`config.mk`:
```
export PLATFORM = sky130hd
export DESIGN_NAME = uart_rx_fifo
export DESIGN_NICKNAME = d
export VERILOG_FILES = /design/src/rtl/uart_pkg.sv /design/src/rtl/sync_fifo.sv /design/src/rtl/uart_rx_fifo.sv
export SDC_FILE = /design/constraint.sdc
export NUM_CORES = 1
export LEC_CHECK = 0
export BUFFER_PORTS_ARGS = -buffer_cell sky130_fd_sc_hd__buf_2
export CORE_ASPECT_RATIO = 1.5
export CORE_MARGIN = 1
export CORE_UTILIZATION = 50
export CTS_BUF_LIST = sky130_fd_sc_hd__clkbuf_8
export CTS_CLUSTER_DIAMETER = 100
export DETAILED_ROUTE_END_ITERATION = 16
export PLACE_DENSITY = 0.66
export RECOVER_POWER = 100
export REMOVE_ABC_BUFFERS = 1
export SLEW_MARGIN = 20
export SYNTH_ARGS = -nofsm -noshare
export SYNTH_HDL_FRONTEND = slang
export SYNTH_HIERARCHICAL = 1
export SYNTH_SLANG_ARGS = --single-unit
```
`constraint.sdc`:
```
create_clock -name clk -period 10.65 [get_ports clk]
set_clock_uncertainty 0.2 [all_clocks]
set_input_delay 2.13 -clock clk [delete_from_list [all_inputs] [get_ports clk]]
set_output_delay 2.13 -clock clk [all_outputs]
set_load 0.02 [all_outputs]
```
`src/rtl/uart_pkg.sv`:
```
// Shared definitions for the UART receive front end.
//   DATA_W               character width in bits
//   DEFAULT_CLKS_PER_BIT default baud divisor (50 MHz / 115200)
//   rx_state_e           receiver FSM states
//   clog2                ceil(log2(value)) for sizing pointers and counters
package uart_pkg;

  localparam int unsigned DATA_W               = 8;
  localparam int unsigned DEFAULT_CLKS_PER_BIT = 434;

  typedef enum logic [2:0] {
    StIdle,
    StStart,
    StData,
    StParity,
    StStop,
    StBreak
  } rx_state_e;

  function automatic int unsigned clog2(input int unsigned value);
    int unsigned result;
    int unsigned v;
    result = 0;
    v      = (value > 0) ? value - 1 : 0;
    while (v > 0) begin
      result = result + 1;
      v      = v >> 1;
    end
    return result;
  endfunction

endpackage

```
`src/rtl/sync_fifo.sv`:
```
// Show-ahead synchronous FIFO with extra-bit pointers.
//   clk, resetn      clock, asynchronous active-low reset
//   push_i, data_i   write strobe and data; dropped when full unless a pop lands in the same cycle
//   pop_i            read strobe; ignored while empty
//   data_o           head entry, forced to 0 while empty
//   empty_o, full_o  occupancy flags
//   count_o          entries held, 0..FIFO_DEPTH
module sync_fifo
  import uart_pkg::*;
#(
  parameter int unsigned DATA_W     = 8,
  parameter int unsigned FIFO_DEPTH = 16
) (
  input  logic                         clk,
  input  logic                         resetn,
  input  logic                         push_i,
  input  logic [DATA_W-1:0]            data_i,
  input  logic                         pop_i,
  output logic [DATA_W-1:0]            data_o,
  output logic                         empty_o,
  output logic                         full_o,
  output logic [clog2(FIFO_DEPTH):0]   count_o
);

  localparam int unsigned AW = clog2(FIFO_DEPTH);

  logic [DATA_W-1:0] mem_q [FIFO_DEPTH];
  logic [AW:0]       wr_ptr_q, rd_ptr_q;
  logic              do_push, do_pop;

  // Pointers carry one extra wrap bit so full and empty are distinguishable.
  assign count_o = wr_ptr_q - rd_ptr_q;
  assign empty_o = (count_o == '0);
  assign full_o  = (count_o == (AW+1)'(FIFO_DEPTH));

  assign do_pop  = pop_i && !empty_o;
  // When full, a same-cycle pop frees the head slot that the push then reuses.
  assign do_push = push_i && (!full_o || do_pop);

  assign data_o  = empty_o ? '0 : mem_q[rd_ptr_q[AW-1:0]];

  always_ff @(posedge clk or negedge resetn) begin
    if (!resetn) begin
      wr_ptr_q <= '0;
      rd_ptr_q <= '0;
    end else begin
      if (do_push) wr_ptr_q <= wr_ptr_q + 1'b1;
      if (do_pop)  rd_ptr_q <= rd_ptr_q + 1'b1;
    end
  end

  always_ff @(posedge clk) begin
    if (do_push) mem_q[wr_ptr_q[AW-1:0]] <= data_i;
  end

endmodule

```
`src/rtl/uart_rx_fifo.sv`:
```
// UART receiver with byte FIFO.
// Synchronises rx_i, deframes 8N1 characters (8E1 when UART_RX_PARITY_EN is defined) and
// buffers good bytes in a show-ahead FIFO drained by rd_en_i.
//   clk, resetn    clock, asynchronous active-low reset
//   rx_i           asynchronous serial line, idles high
//   rd_en_i        pop head byte (ignored while empty)
//   rd_data_o      head byte, valid while empty_o=0
//   empty_o        FIFO empty
//   full_o         FIFO full
//   count_o        bytes held
//   frame_err_o    1-cycle pulse, stop bit sampled low
//   overrun_o      1-cycle pulse, good byte dropped on full FIFO
//   parity_err_o   1-cycle pulse, even-parity mismatch (only with UART_RX_PARITY_EN)
module uart_rx_fifo
  import uart_pkg::*;
#(
  parameter int unsigned CLKS_PER_BIT = DEFAULT_CLKS_PER_BIT,
  parameter int unsigned FIFO_DEPTH   = 16
) (
  input  logic                        clk,
  input  logic                        resetn,
  input  logic                        rx_i,
  input  logic                        rd_en_i,
  output logic [DATA_W-1:0]           rd_data_o,
  output logic                        empty_o,
  output logic                        full_o,
  output logic [clog2(FIFO_DEPTH):0]  count_o,
  output logic                        frame_err_o,
  output logic                        overrun_o
`ifdef UART_RX_PARITY_EN
  ,
  output logic                        parity_err_o
`endif
);

  localparam logic [15:0] BitLast  = 16'(CLKS_PER_BIT - 1);
  localparam logic [15:0] HalfLast = 16'(CLKS_PER_BIT / 2 - 1);

  logic              rx_meta_q, rxs_q, rxs_prev_q;
  rx_state_e         state_q;
  logic [15:0]       baud_q;
  logic [2:0]        bit_q;
  logic [DATA_W-1:0] shift_q;
  logic              frame_err_q;
  logic              overrun_q;
  logic              stop_sample;
  logic              push;
`ifdef UART_RX_PARITY_EN
  logic              parity_bad_q;
  logic              parity_err_q;
`endif

  // Two-stage synchroniser plus one delayed copy for falling-edge detection.
  always_ff @(posedge clk or negedge resetn) begin
    if (!resetn) begin
      rx_meta_q  <= 1'b1;
      rxs_q      <= 1'b1;
      rxs_prev_q <= 1'b1;
    end else begin
      rx_meta_q  <= rx_i;
      rxs_q      <= rx_meta_q;
      rxs_prev_q <= rxs_q;
    end
  end

  assign stop_sample = (state_q == StStop) && (baud_q == BitLast);
`ifdef UART_RX_PARITY_EN
  assign push = stop_sample && rxs_q && !parity_bad_q;
`else
  assign push = stop_sample && rxs_q;
`endif

  always_ff @(posedge clk or negedge resetn) begin
    if (!resetn) begin
      state_q      <= StIdle;
      baud_q       <= '0;
      bit_q        <= '0;
      shift_q      <= '0;
      frame_err_q  <= 1'b0;
`ifdef UART_RX_PARITY_EN
      parity_bad_q <= 1'b0;
      parity_err_q <= 1'b0;
`endif
    end else begin
      frame_err_q  <= 1'b0;
`ifdef UART_RX_PARITY_EN
      parity_err_q <= 1'b0;
`endif
      case (state_q)
        StIdle: begin
          baud_q <= '0;
          bit_q  <= '0;
          if (!rxs_q && rxs_prev_q) state_q <= StStart;
        end
        StStart: begin
          if (baud_q == HalfLast) begin
            baud_q  <= '0;
            // A start bit that is high again at its centre was a glitch.
            state_q <= rxs_q ? StIdle : StData;
          end else begin
            baud_q <= baud_q + 16'd1;
          end
        end
        StData: begin
          if (baud_q == BitLast) begin
            baud_q  <= '0;
            shift_q <= {rxs_q, shift_q[DATA_W-1:1]};
            if (bit_q == 3'd7) begin
              bit_q   <= '0;
`ifdef UART_RX_PARITY_EN
              state_q <= StParity;
`else
              state_q <= StStop;
`endif
            end else begin
              bit_q <= bit_q + 3'd1;
            end
          end else begin
            baud_q <= baud_q + 16'd1;
          end
        end
        StParity: begin
          if (baud_q == BitLast) begin
            baud_q       <= '0;
`ifdef UART_RX_PARITY_EN
            // Even parity: the parity bit equals the XOR of the data bits.
            parity_bad_q <= (rxs_q != (^shift_q));
`endif
            state_q      <= StStop;
          end else begin
            baud_q <= baud_q + 16'd1;
          end
        end
        StStop: begin
          if (baud_q == BitLast) begin
            baud_q <= '0;
            if (!rxs_q) begin
              frame_err_q <= 1'b1;
              state_q     <= StBreak;
            end else begin
`ifdef UART_RX_PARITY_EN
              parity_err_q <= parity_bad_q;
`endif
              state_q <= StIdle;
            end
          end else begin
            baud_q <= baud_q + 16'd1;
          end
        end
        StBreak: begin
          // Hold here until the line recovers so a long break reports once.
          baud_q <= '0;
          if (rxs_q) state_q <= StIdle;
        end
        default: state_q <= StIdle;
      endcase
    end
  end

  always_ff @(posedge clk or negedge resetn) begin
    if (!resetn) begin
      overrun_q <= 1'b0;
    end else begin
      overrun_q <= push && full_o && !rd_en_i;
    end
  end

  sync_fifo #(
    .DATA_W     (DATA_W),
    .FIFO_DEPTH (FIFO_DEPTH)
  ) u_fifo (
    .clk     (clk),
    .resetn  (resetn),
    .push_i  (push),
    .data_i  (shift_q),
    .pop_i   (rd_en_i),
    .data_o  (rd_data_o),
    .empty_o (empty_o),
    .full_o  (full_o),
    .count_o (count_o)
  );

  assign frame_err_o  = frame_err_q;
  assign overrun_o    = overrun_q;
`ifdef UART_RX_PARITY_EN
  assign parity_err_o = parity_err_q;
`endif

endmodule
```
==> out/summary.txt, run 1 <==
CTS buffer count: 17
Worst-path fanout max: 12
Syn_area_per_cell: 16.7 sq um
Antenna Violating Nets Remaining: 0
Outcome: finished, violations left
CTS tree: done
Post-synthesis sequential area ratio: 0.664
Grt ovf: 0
Commonest non-fill, non-tap cell in the layout: edfxtp_1
Gpl congestion: 0.779
Arr. time, crit path: 3.43 ns
Clk buf depth: 2
Setup slack after layout: 4.89 ns
Max Slew Vio Count: 55
Tot GR Track Use: 0.195
Drt pass-1 iters: 5
Area growth syn-to-layout: 7.60%
Drt total wl: 13700 um
Leakage: 0.00318 uW
Unique masters post-synth: 57
Fmax: 174 MHz
Post-CTS sizing: 0
Die area: 15500 sq um
Most used DFF post-synth: edfxtp_1
Via count: 3914
Initial Util: 0.513
Mapped cell area: 7490 sq um
Multi-input combinational cell area: 2270 sq um
Worst Hold Class: reg2reg
#FFs+latches synth: 173
Number of global-route vias before repair: 4037
Post-route minimum period: 5.76 ns
DRT iter0 DRCs: 243
Dpl hpwl: 9390 um
Post-DR vias/cell: 5.72
First-pass GRT wire length: 21900 um
Hold Path Cell Cnt: 0
WHS Endpoint: rxs_q
Clock root buffer: clkbuf_8
Async SR Flop Fraction: 0.260
Crit share post-route: 0.541
Die Y: 152 um
# DRC: 0
Worst R2R Path Depth: 7
Maxcap violations: 2
Failing checks: max-capacitance violations, max-slew violations
Worst reg2reg endpoint: u_fifo/mem_q[0][1]
Post-synthesis cell count: 448
Power Density: 190 nW/um^2
Clock sinks: 173
Die Wd: 102 um
Final net count: 494
Most frequent cells in the layout: 128 x edfxtp_1, 41 x dfrtp_1, 40 x mux4_2
Synth warn: 6
Clk_lat worst skew: 0.44 ns
HP Start: rx_meta_q
Peak supply drop: 0.000152 V
Largest net degree at the start of global routing: 46
Worst slack at placement: 5.25 ns
# IOs: 21
Rows: 54
CTS H-tree depth: 4
Fillers: 1227
Worst slew pin tran: 2.45 ns
WL/cell: 20.0 um
Inserted Diodes: 0
Cts hold-fix bufs: 0
Worst-path clk slew: 0.09 ns
Fraction of layout cells with a size suffix above 1: 0.207
Worst setup SP type: flop
Post-synth EDFFs: 128
R2r setup slk: 6.31 ns
RSZ-0062 raised after global routing: no
CP required: 8.32 ns
Final TNS setup: 0 ns
Reg area: 4970 sq um
Worst setup path class: reg2out
# setup viols final: 0
Antenna violations before repair: 0
Endpoints failing hold: 0
Critical path endpoint category: primary output
Slew margin rel.: -0.631
R2R Path Start: u_fifo/rd_ptr_q[2]
Core area: 14600 sq um
Post-CTS Setup Inserts: 0
IO buf count: 20
[worst max-delay path: stages, from the launching register on]
cell      delay (ns)
dfrtp_1         0.37
inv_1           0.48
ha_1            0.40
xnor2_1         0.26
inv_1           0.12
a211o_1         0.30
a22oi_1         0.35
clkbuf_1        0.41
nor2b_1         0.10
clkbuf_1        0.19
[metrics by stage]
stage	utilization	hold slack, ns	power [uW]	instances	cell area (sq um)
final	0.552	0.166	1530	684	8060
after global routing	0.552	0.174	1610	684	8060
after CTS	0.558	0.161	1560	683	8140
after detailed placement	0.532	0.147	1130	651	7760
after global placement	0.532	0.147	1130	651	7760
after floorplan	-	0.145	1030	428	7350
[routing by layer]
metal	track usage	wire length, um	share of wire
met4	0.0565	150	0.011
met5	0	0	0
met2	0.342	7670	0.56
met3	0.0455	470	0.034
met1	0.237	5390	0.39
[worst max-delay path by stage]
stage	from	to	slack, ns
floorplan	u_fifo/rd_ptr_q[0]	rd_data_o[0]	4.32
global placement	u_fifo/rd_ptr_q[2]	empty_o	5.43
detailed placement	u_fifo/rd_ptr_q[2]	rd_data_o[6]	5.25
CTS	u_fifo/rd_ptr_q[2]	rd_data_o[6]	4.74
global route	u_fifo/rd_ptr_q[2]	rd_data_o[5]	4.58
finish	u_fifo/rd_ptr_q[2]	rd_data_o[6]	4.89
[registers in the layout (all words and copies together), names as in the netlist]
register / cells
rxs_q: 1
rx_meta_q: 1
state_q: 3
frame_err_o: 1
overrun_o: 1
bit_q: 3
u_fifo/mem_q: 128
u_fifo/wr_ptr_q: 5
baud_q: 16
rxs_prev_q: 1
u_fifo/rd_ptr_q: 5
shift_q: 8
[final cells by class]
| type | count | area share |
|---|---|---|
| flip-flops and latches | 173 | 0.617 |
| multi-input cells | 236 | 0.282 |
| well taps | 196 | 0.0304 |
| clock buffers | 17 | 0.0290 |
| clock inverters | 15 | 0.0180 |
| repair buffers | 28 | 0.0146 |
| inverters | 19 | 0.00885 |
[kinds of logic (layout without fill, tap and decap cells)]
group / Yosys count / after routing / synth area share
compound gates: 37 / 37 / 0.0341
flops: 173 / 173 / 0.664
mux: 50 / 50 / 0.135
xor+xnor: 20 / 20 / 0.0234
fa+ha+maj: 15 / 15 / 0.0260
simple gates: 114 / 114 / 0.0893
buf+inv: 39 / 79 / 0.0282
[synthesized netlist by cell type, types with 7 or more instances]
cell	instances	area, sq um
mux2_2	10	113
dfrtp_1	42	1050
nand2_1	16	60.1
nor2_1	25	93.8
xnor2_1	12	105
xor2_1	8	70.1
nor3_1	8	40.0
nor2b_1	8	50.1
nand3_1	16	80.1
ha_1	14	175
edfxtp_1	128	3840
inv_1	19	71.3
mux4_2	40	901
nand4_1	7	43.8
o21ai_0	9	45.0
[report_power, final]
part	switching, uW	internal [uW]
Clock	257	175
Combinational	206	130
Sequential	28.9	737
Total	492	1040
Power figures use the tool's default switching activity.
==> run 2, diff against run 1 <==
Settings changed: ABC_AREA set to 1.
Clock period 10.65 ns to 6 ns, I/O delays scaled along.
==> run 2 against run 1 <==
Against the previous run:
- the flow still finishes with violations (max-capacitance violations, max-slew violations)
- core utilization shrank 0.56 points
- flip-flop and latch count is the same
- non-clock buffer count shrank 4
- wire length grew 27%
- final area grew 6.5%
- first-iteration DRC count grew 46%
- critical path type unchanged
- largest power group unchanged
- highest routed layer unchanged
==> out/summary.txt, run 2 <==
Outcome: finished, violations left
Failing checks: max-capacitance violations, max-slew violations
M1 GR Usage: 0.239 (+0.00119)
Clk_lat worst skew: 0.44 ns (about the same)
Mapped cell area: 8040 sq um (+7.3%)
Met2 Use GR: 0.424 (+0.0828)
Worst setup SP type: flop
Critical path endpoint category: primary output
Via count: 5621 (+44%)
IO buf count: 20 (unchanged)
Crit share post-route: 0.838
Slew margin rel.: -0.690 (-0.0598)
Post-route minimum period: 5.03 ns
Clock sinks: 173 (unchanged)
# setup viols final: 0 (unchanged)
Peak supply drop: 0.000188 V (+24%)
Most frequent cells in the layout: 257 x nand2_1, 128 x edfxtp_1, 94 x nand3_1
Clock root buffer: clkbuf_8
Post-synthesis cell count: 824 (+84%)
DRT iter0 DRCs: 355 (+46%)
#FFs+latches synth: 173 (unchanged)
Arr. time, crit path: 3.63 ns (+0.20 ns)
Inserted Diodes: 0 (unchanged)
Final TNS setup: 0 ns (unchanged)
Syn_area_per_cell: 9.75 sq um (-42%)
Tot GR Track Use: 0.222 (+0.0267)
Post-synthesis sequential area ratio: 0.619 (-0.0449)
Unique masters post-synth: 35 (-39%)
Commonest non-fill, non-tap cell in the layout: nand2_1
Core area: 15700 sq um (+7.5%)
Maxcap violations: 2 (unchanged)
Area growth syn-to-layout: 6.79%
Power Density: 286 nW/um^2 (+50%)
Antenna Violating Nets Remaining: 0 (unchanged)
Final hold slack: 0.166 ns (+0.000283 ns)
Gpl congestion: 0.940 (+21%)
Post-DR vias/cell: 5.35 (-6.5%)
Die Wd: 106 um (+3.5%)
Post-synth EDFFs: 128 (unchanged)
Die Y: 157 um (+3.5%)
CTS H-tree depth: 4 (unchanged)
Final net count: 854 (+73%)
WHS Endpoint: rxs_q
Post-CTS sizing: 0 (unchanged)
Non-Filler Instances: 1051 (+54%)
Max reg flops: 128 (unchanged)
Hold Path Cell Cnt: 0 (unchanged)
Top-count cell post-synth: nand2_1
Dpl hpwl: 11700 um (+25%)
Synth top area share: 0.478 (-0.0347)
Drt pass-1 iters: 6 (+1)
Worst slew pin tran: 2.54 ns (+0.0897 ns)
Endpoints failing hold: 0 (unchanged)
Most used DFF post-synth: edfxtp_1
R2r setup slk: 1.92 ns (-4.39 ns)
CP required: 4.60 ns (-3.72 ns)
Yosys top cell by area: edfxtp_1
Async SR Flop Fraction: 0.260 (unchanged)
Largest net degree at the start of global routing: 69 (+50%)
CTS buffer count: 17 (unchanged)
Fmax: 199 MHz
WL/cell: 16.5 um (-18%)
Antenna violations before repair: 0 (unchanged)
Leakage: 0.00378 uW (+19%)
Placed cells: 1019 (+57%)
Grt ovf: 0 (unchanged)
Die area: 16600 sq um (+7.1%)
RSZ-0062 raised after global routing: no
# IOs: 21 (unchanged)
Synth warn: 6 (unchanged)
Cts hold-fix bufs: 0 (unchanged)
Synth top area cells: edfxtp_1 48%, dfrtp_1 13%, nand2_1 12%, nand3_1 5.8%, nor2_1 3.3%
# DRC: 0 (unchanged)
Worst-path clk slew: 0.09 ns (about the same)
Most used routing layer in global routing: met2
GR Util met3: 0.0406 (-0.00496)
First-pass GRT wire length: 27700 um (+26%)
Worst-path fanout max: 68 (+56)
Drt total wl: 17300 um (+27%)
Initial Util: 0.512 (-0.00134)
Utilization after layout: 0.547 (-0.00559)
CTS tree: done
Worst reg2reg endpoint: u_fifo/mem_q[12][1]
R2R Path Start: u_fifo/rd_ptr_q[0]
Max Slew Vio Count: 76 (+38%)
Rows: 56 (+3.7%)
Worst Hold Class: reg2reg
Synth cell count leaders: 253 x nand2_1, 128 x edfxtp_1, 93 x nand3_1
Clk buf depth: 2 (unchanged)
Post-CTS Setup Inserts: 0 (unchanged)
Fraction of layout cells with a size suffix above 1: 0.0578 (-0.149)
Worst R2R Path Depth: 11 (+4)
Number of global-route vias before repair: 5610 (+39%)
Worst setup path class: reg2out
HP Start: rx_meta_q
-- run 2: worst max-delay path, stage by stage, from the launching register on --
cell and delay (ns):
dfrtp_2 0.37, buf_4 0.55, ha_1 0.26, inv_1 0.06
fa_1 0.46, or2_2 0.30, nor2_1 0.16, nand2_1 0.11
nor2_1 0.58, nor2_1 0.13, clkbuf_1 0.21
-- run 2: cells by family (layout without fill, tap and decap cells) --
group / after synthesis / after routing / share of synthesized area
AO/OA/AOI/OAI: 73 / 73 / 0.0535
XOR/XNOR: 9 / 9 / 0.00981
adder cells (fa/ha/maj): 15 / 15 / 0.0243
buffers and inverters: 107 / 131 / 0.0560
flip-flops: 173 / 173 / 0.619
AND/OR/NAND/NOR: 447 / 447 / 0.238
-- run 2: power by group --
| group | total (uW) | internal (uW) | switching, uW |
|---|---|---|---|
| registers | 1330 | 1300 | 32.9 |
| logic | 285 | 78.6 | 206 |
| clock network | 838 | 424 | 414 |
| total | 2450 | 1800 | 653 |
-- run 2: how the worst max path moves through the flow --
stage                  startpoint      endpoint  slack [ns]  cells past startpoint
6_report       u_fifo/rd_ptr_q[0]  rd_data_o[7]        0.97                     10
2_1_floorplan  u_fifo/rd_ptr_q[0]  rd_data_o[0]        1.39                      8
5_1_grt        u_fifo/rd_ptr_q[0]  rd_data_o[1]        0.70                     10
4_1_cts        u_fifo/rd_ptr_q[0]  rd_data_o[7]        1.33                     10
3_5_place_dp   u_fifo/rd_ptr_q[0]  rd_data_o[7]        1.83                     10
3_3_place_gp   u_fifo/rd_ptr_q[0]  rd_data_o[2]        1.88                     10
-- run 2: area by class of cell --
class | instances | area [sq um]
Fill cell | 1439 | 7110
Sequential cell | 173 | 4970
Multi-Input combinational cell | 544 | 2550
Inverter | 75 | 282
Tap cell | 203 | 254
Clock buffer | 18 | 248
Clock inverter | 14 | 168
Timing Repair Buffer | 24 | 109
-- run 2: metal layers --
layer / share of wire / up-vias / wire length, um
met1: 0.39 / 2696 / 6690
met5: 0 / - / 0
met2: 0.54 / 129 / 9420
li1: - / 2767 / -
met3: 0.038 / 29 / 652
met4: 0.032 / 0 / 556
-- run 2: metrics by stage --
stage	worst slack, ns	instance area [sq um]	power [uW]
6_report	0.971	8580	2450
2_1_floorplan	1.39	7870	1590
4_1_cts	1.33	8670	2500
3_5_place_dp	1.83	8250	1670
5_1_grt	0.704	8580	2560
3_3_place_gp	1.88	8250	1650
==> run 3, diff against run 2 <==
Settings changed: PLACE_DENSITY 0.66 to 0.69.
Clock period 6 ns to 4.4 ns, I/O delays scaled along.
==> run 3 against run 2 <==
Against the previous run:
- the flow still finishes with violations (max-capacitance violations, max-slew violations)
- final cell count increased by 0.38%
- count of clock-buffer cells in the layout decreased by 1
- wire length decreased by 2.6%
- combinational power increased by 39%
- die area unchanged
- worst hold slack improved by 0.0032 ns
- critical path type unchanged
==> out/summary.txt, run 3 (synthesis gave the netlist of run 2 again) <==
Post-CTS Setup Inserts: 0 (unchanged)
Crit path cell chain: inv_1 > clkbuf_2 > ha_1 > nand3_1 > nand3_1 > nand2_1 > nand2_1 > nor2_4 > nor2_1 > clkbuf_1
Final TNS setup: 0 ns (unchanged)
Die Y: 157 um (unchanged)
M1 WL: 6860 um (+2.5%)
RSZ-0062 raised after global routing: no
Max reg flops: 128 (unchanged)
Cell area after layout: 8630 sq um (+0.55%)
Max Slew Vio Count: 46 (-39%)
Critical path endpoint category: primary output
Initial Util: 0.512 (unchanged)
Rows: 56 (unchanged)
Number of global-route vias before repair: 5422 (-3.4%)
Peak supply drop: 0.000382 V (+100%)
Core area: 15700 sq um (unchanged)
Clk_lat worst skew: 0.46 ns (+0.02 ns)
Arr. time, crit path: 2.93 ns (-0.70 ns)
CP peak stage delay: 0.61 ns (+0.03 ns)
Tot GR Track Use: 0.220 (-0.00119)
DR WL met3: 688 um (+5.5%)
Worst setup path class: reg2out
CP max stage cell: clkbuf_2
Placed cells: 1023 (+0.39%)
Dpl hpwl: 11000 um (-6.7%)
Endpoints failing hold: 0 (unchanged)
Fmax: 249 MHz
Outcome: finished, violations left
Post-DR vias/cell: 5.29 (-1.1%)
Non-Filler Instances: 1055 (+0.38%)
DRT iter0 DRCs: 295 (-17%)
Utilization after layout: 0.550 (+0.00303)
Cts hold-fix bufs: 0 (unchanged)
Drt total wl: 16900 um (-2.6%)
# DRC: 0 (unchanged)
Drt pass-1 iters: 6 (unchanged)
Final net count: 858 (+0.47%)
Crit share post-route: 0.911
IO buf count: 20 (unchanged)
Failing checks: max-capacitance violations, max-slew violations
Clock sinks: 173 (unchanged)
Maxcap violations: 1 (-1)
WL met2: 8770 um (-6.9%)
Clock root buffer: clkbuf_8
DP Area: 8280 sq um (+0.36%)
Fraction of layout cells with a size suffix above 1: 0.0763 (+0.0185)
Worst-path clk slew: 0.11 ns (+0.02 ns)
Via count: 5583 (-0.68%)
Antenna violations before repair: 0 (unchanged)
Most frequent cells in the layout: 257 x nand2_1, 128 x edfxtp_1, 94 x nand3_1
Delay-heaviest family, CP: buffers and inverters
CTS buffer count: 17 (unchanged)
Power Density: 384 nW/um^2 (+34%)
CTS H-tree depth: 4 (unchanged)
CTS tree: done
Grt ovf: 0 (unchanged)
WL/cell: 16.0 um (-3.0%)
Area growth syn-to-layout: 7.38%
# IOs: 21 (unchanged)
Worst slew pin tran: 2.35 ns (-0.186 ns)
Max layer used: met4
Post-route minimum period: 4.01 ns
Worst setup SP type: flop
Die area: 16600 sq um (unchanged)
Fillers: 1440 (+0.069%)
Gpl congestion: 0.894 (-4.9%)
Largest net degree at the start of global routing: 68 (-1.4%)
Slew margin rel.: -0.566 (+0.124)
# setup viols final: 0 (unchanged)
Antenna Violating Nets Remaining: 0 (unchanged)
CP required: 3.32 ns (-1.28 ns)
Leakage: 0.00383 uW (+1.4%)
First-pass GRT wire length: 27400 um (-0.92%)
Worst-path fanout max: 29 (-57%)
Post-CTS sizing: 0 (unchanged)
Clk buf depth: 2 (unchanged)
Worst Hold Class: reg2reg
Die Wd: 106 um (unchanged)
Inserted Diodes: 0 (unchanged)
Buf/Inv on CP: 3 (unchanged)
Commonest non-fill, non-tap cell in the layout: nand2_1
## run 3: cell count changes in the layout (fill, tap and decap cells not counted), moves of 3 or more
cell,change
buf_2,+6
clkinvlp_4,-3
inv_8,+5
buf_4,+3
clkbuf_1,-6
clkinv_4,+3
## run 3: per-stage QoR
| step | hold WS, ns | power, uW | setup WS, ns |
|---|---|---|---|
| after global placement | 0.148 | 2270 | 0.977 |
| final | 0.169 | 3310 | 0.390 |
| after detailed placement | 0.149 | 2280 | 0.967 |
| after global routing | 0.176 | 3470 | 0.166 |
| after CTS | 0.166 | 3360 | 0.435 |
| after floorplan | 0.145 | 2170 | 0.113 |
## run 3: path summary, 6_finish.rpt
check	start	endpoint	slack, ns	depth (start not counted)
max in group asynchronous	resetn	u_fifo/rd_ptr_q[0]	1.60	1
setup reg to reg	u_fifo/rd_ptr_q[1]	u_fifo/mem_q[11][4]	0.52	10
min in group asynchronous	resetn	u_fifo/rd_ptr_q[1]	0.91	1
hold reg to reg	rx_meta_q	rxs_q	0.17	0
hold / removal	rx_meta_q	rxs_q	0.17	0
setup / recovery	u_fifo/rd_ptr_q[1]	rd_data_o[3]	0.39	10
## run 3: layout make-up
class	count	area (sq um)	area share
clock inverters	15	174	0.0202
multi-input cells	544	2570	0.298
repair buffers	28	144	0.0167
inverters	75	282	0.0326
flip-flops and latches	173	4970	0.576
well taps	203	254	0.0294
clock buffers	17	234	0.0271
## run 3: worst register-to-register path: stages, from the launching register on
cell	delay [ns]
dfrtp_1	0.39
inv_1	0.10
clkbuf_2	0.61
ha_1	0.36
nand3_1	0.10
nand2_1	0.06
nand2_1	0.06
nand2_1	0.08
nand4_1	0.22
nand2_1	0.47
nor2_1	0.84
## run 3: power breakdown
group	leakage, uW	switching [uW]	total (uW)	internal, uW
Sequential	0.00210	46.2	1820	1770
Clock	0.000207	622	1100	479
Combinational	0.00153	281	395	114
## run 3: layer usage
layer,track usage,up-vias
met2,0.394,138
met5,0,-
li1,-,2772
met4,0.104,0
met1,0.259,2639
met3,0.0352,34
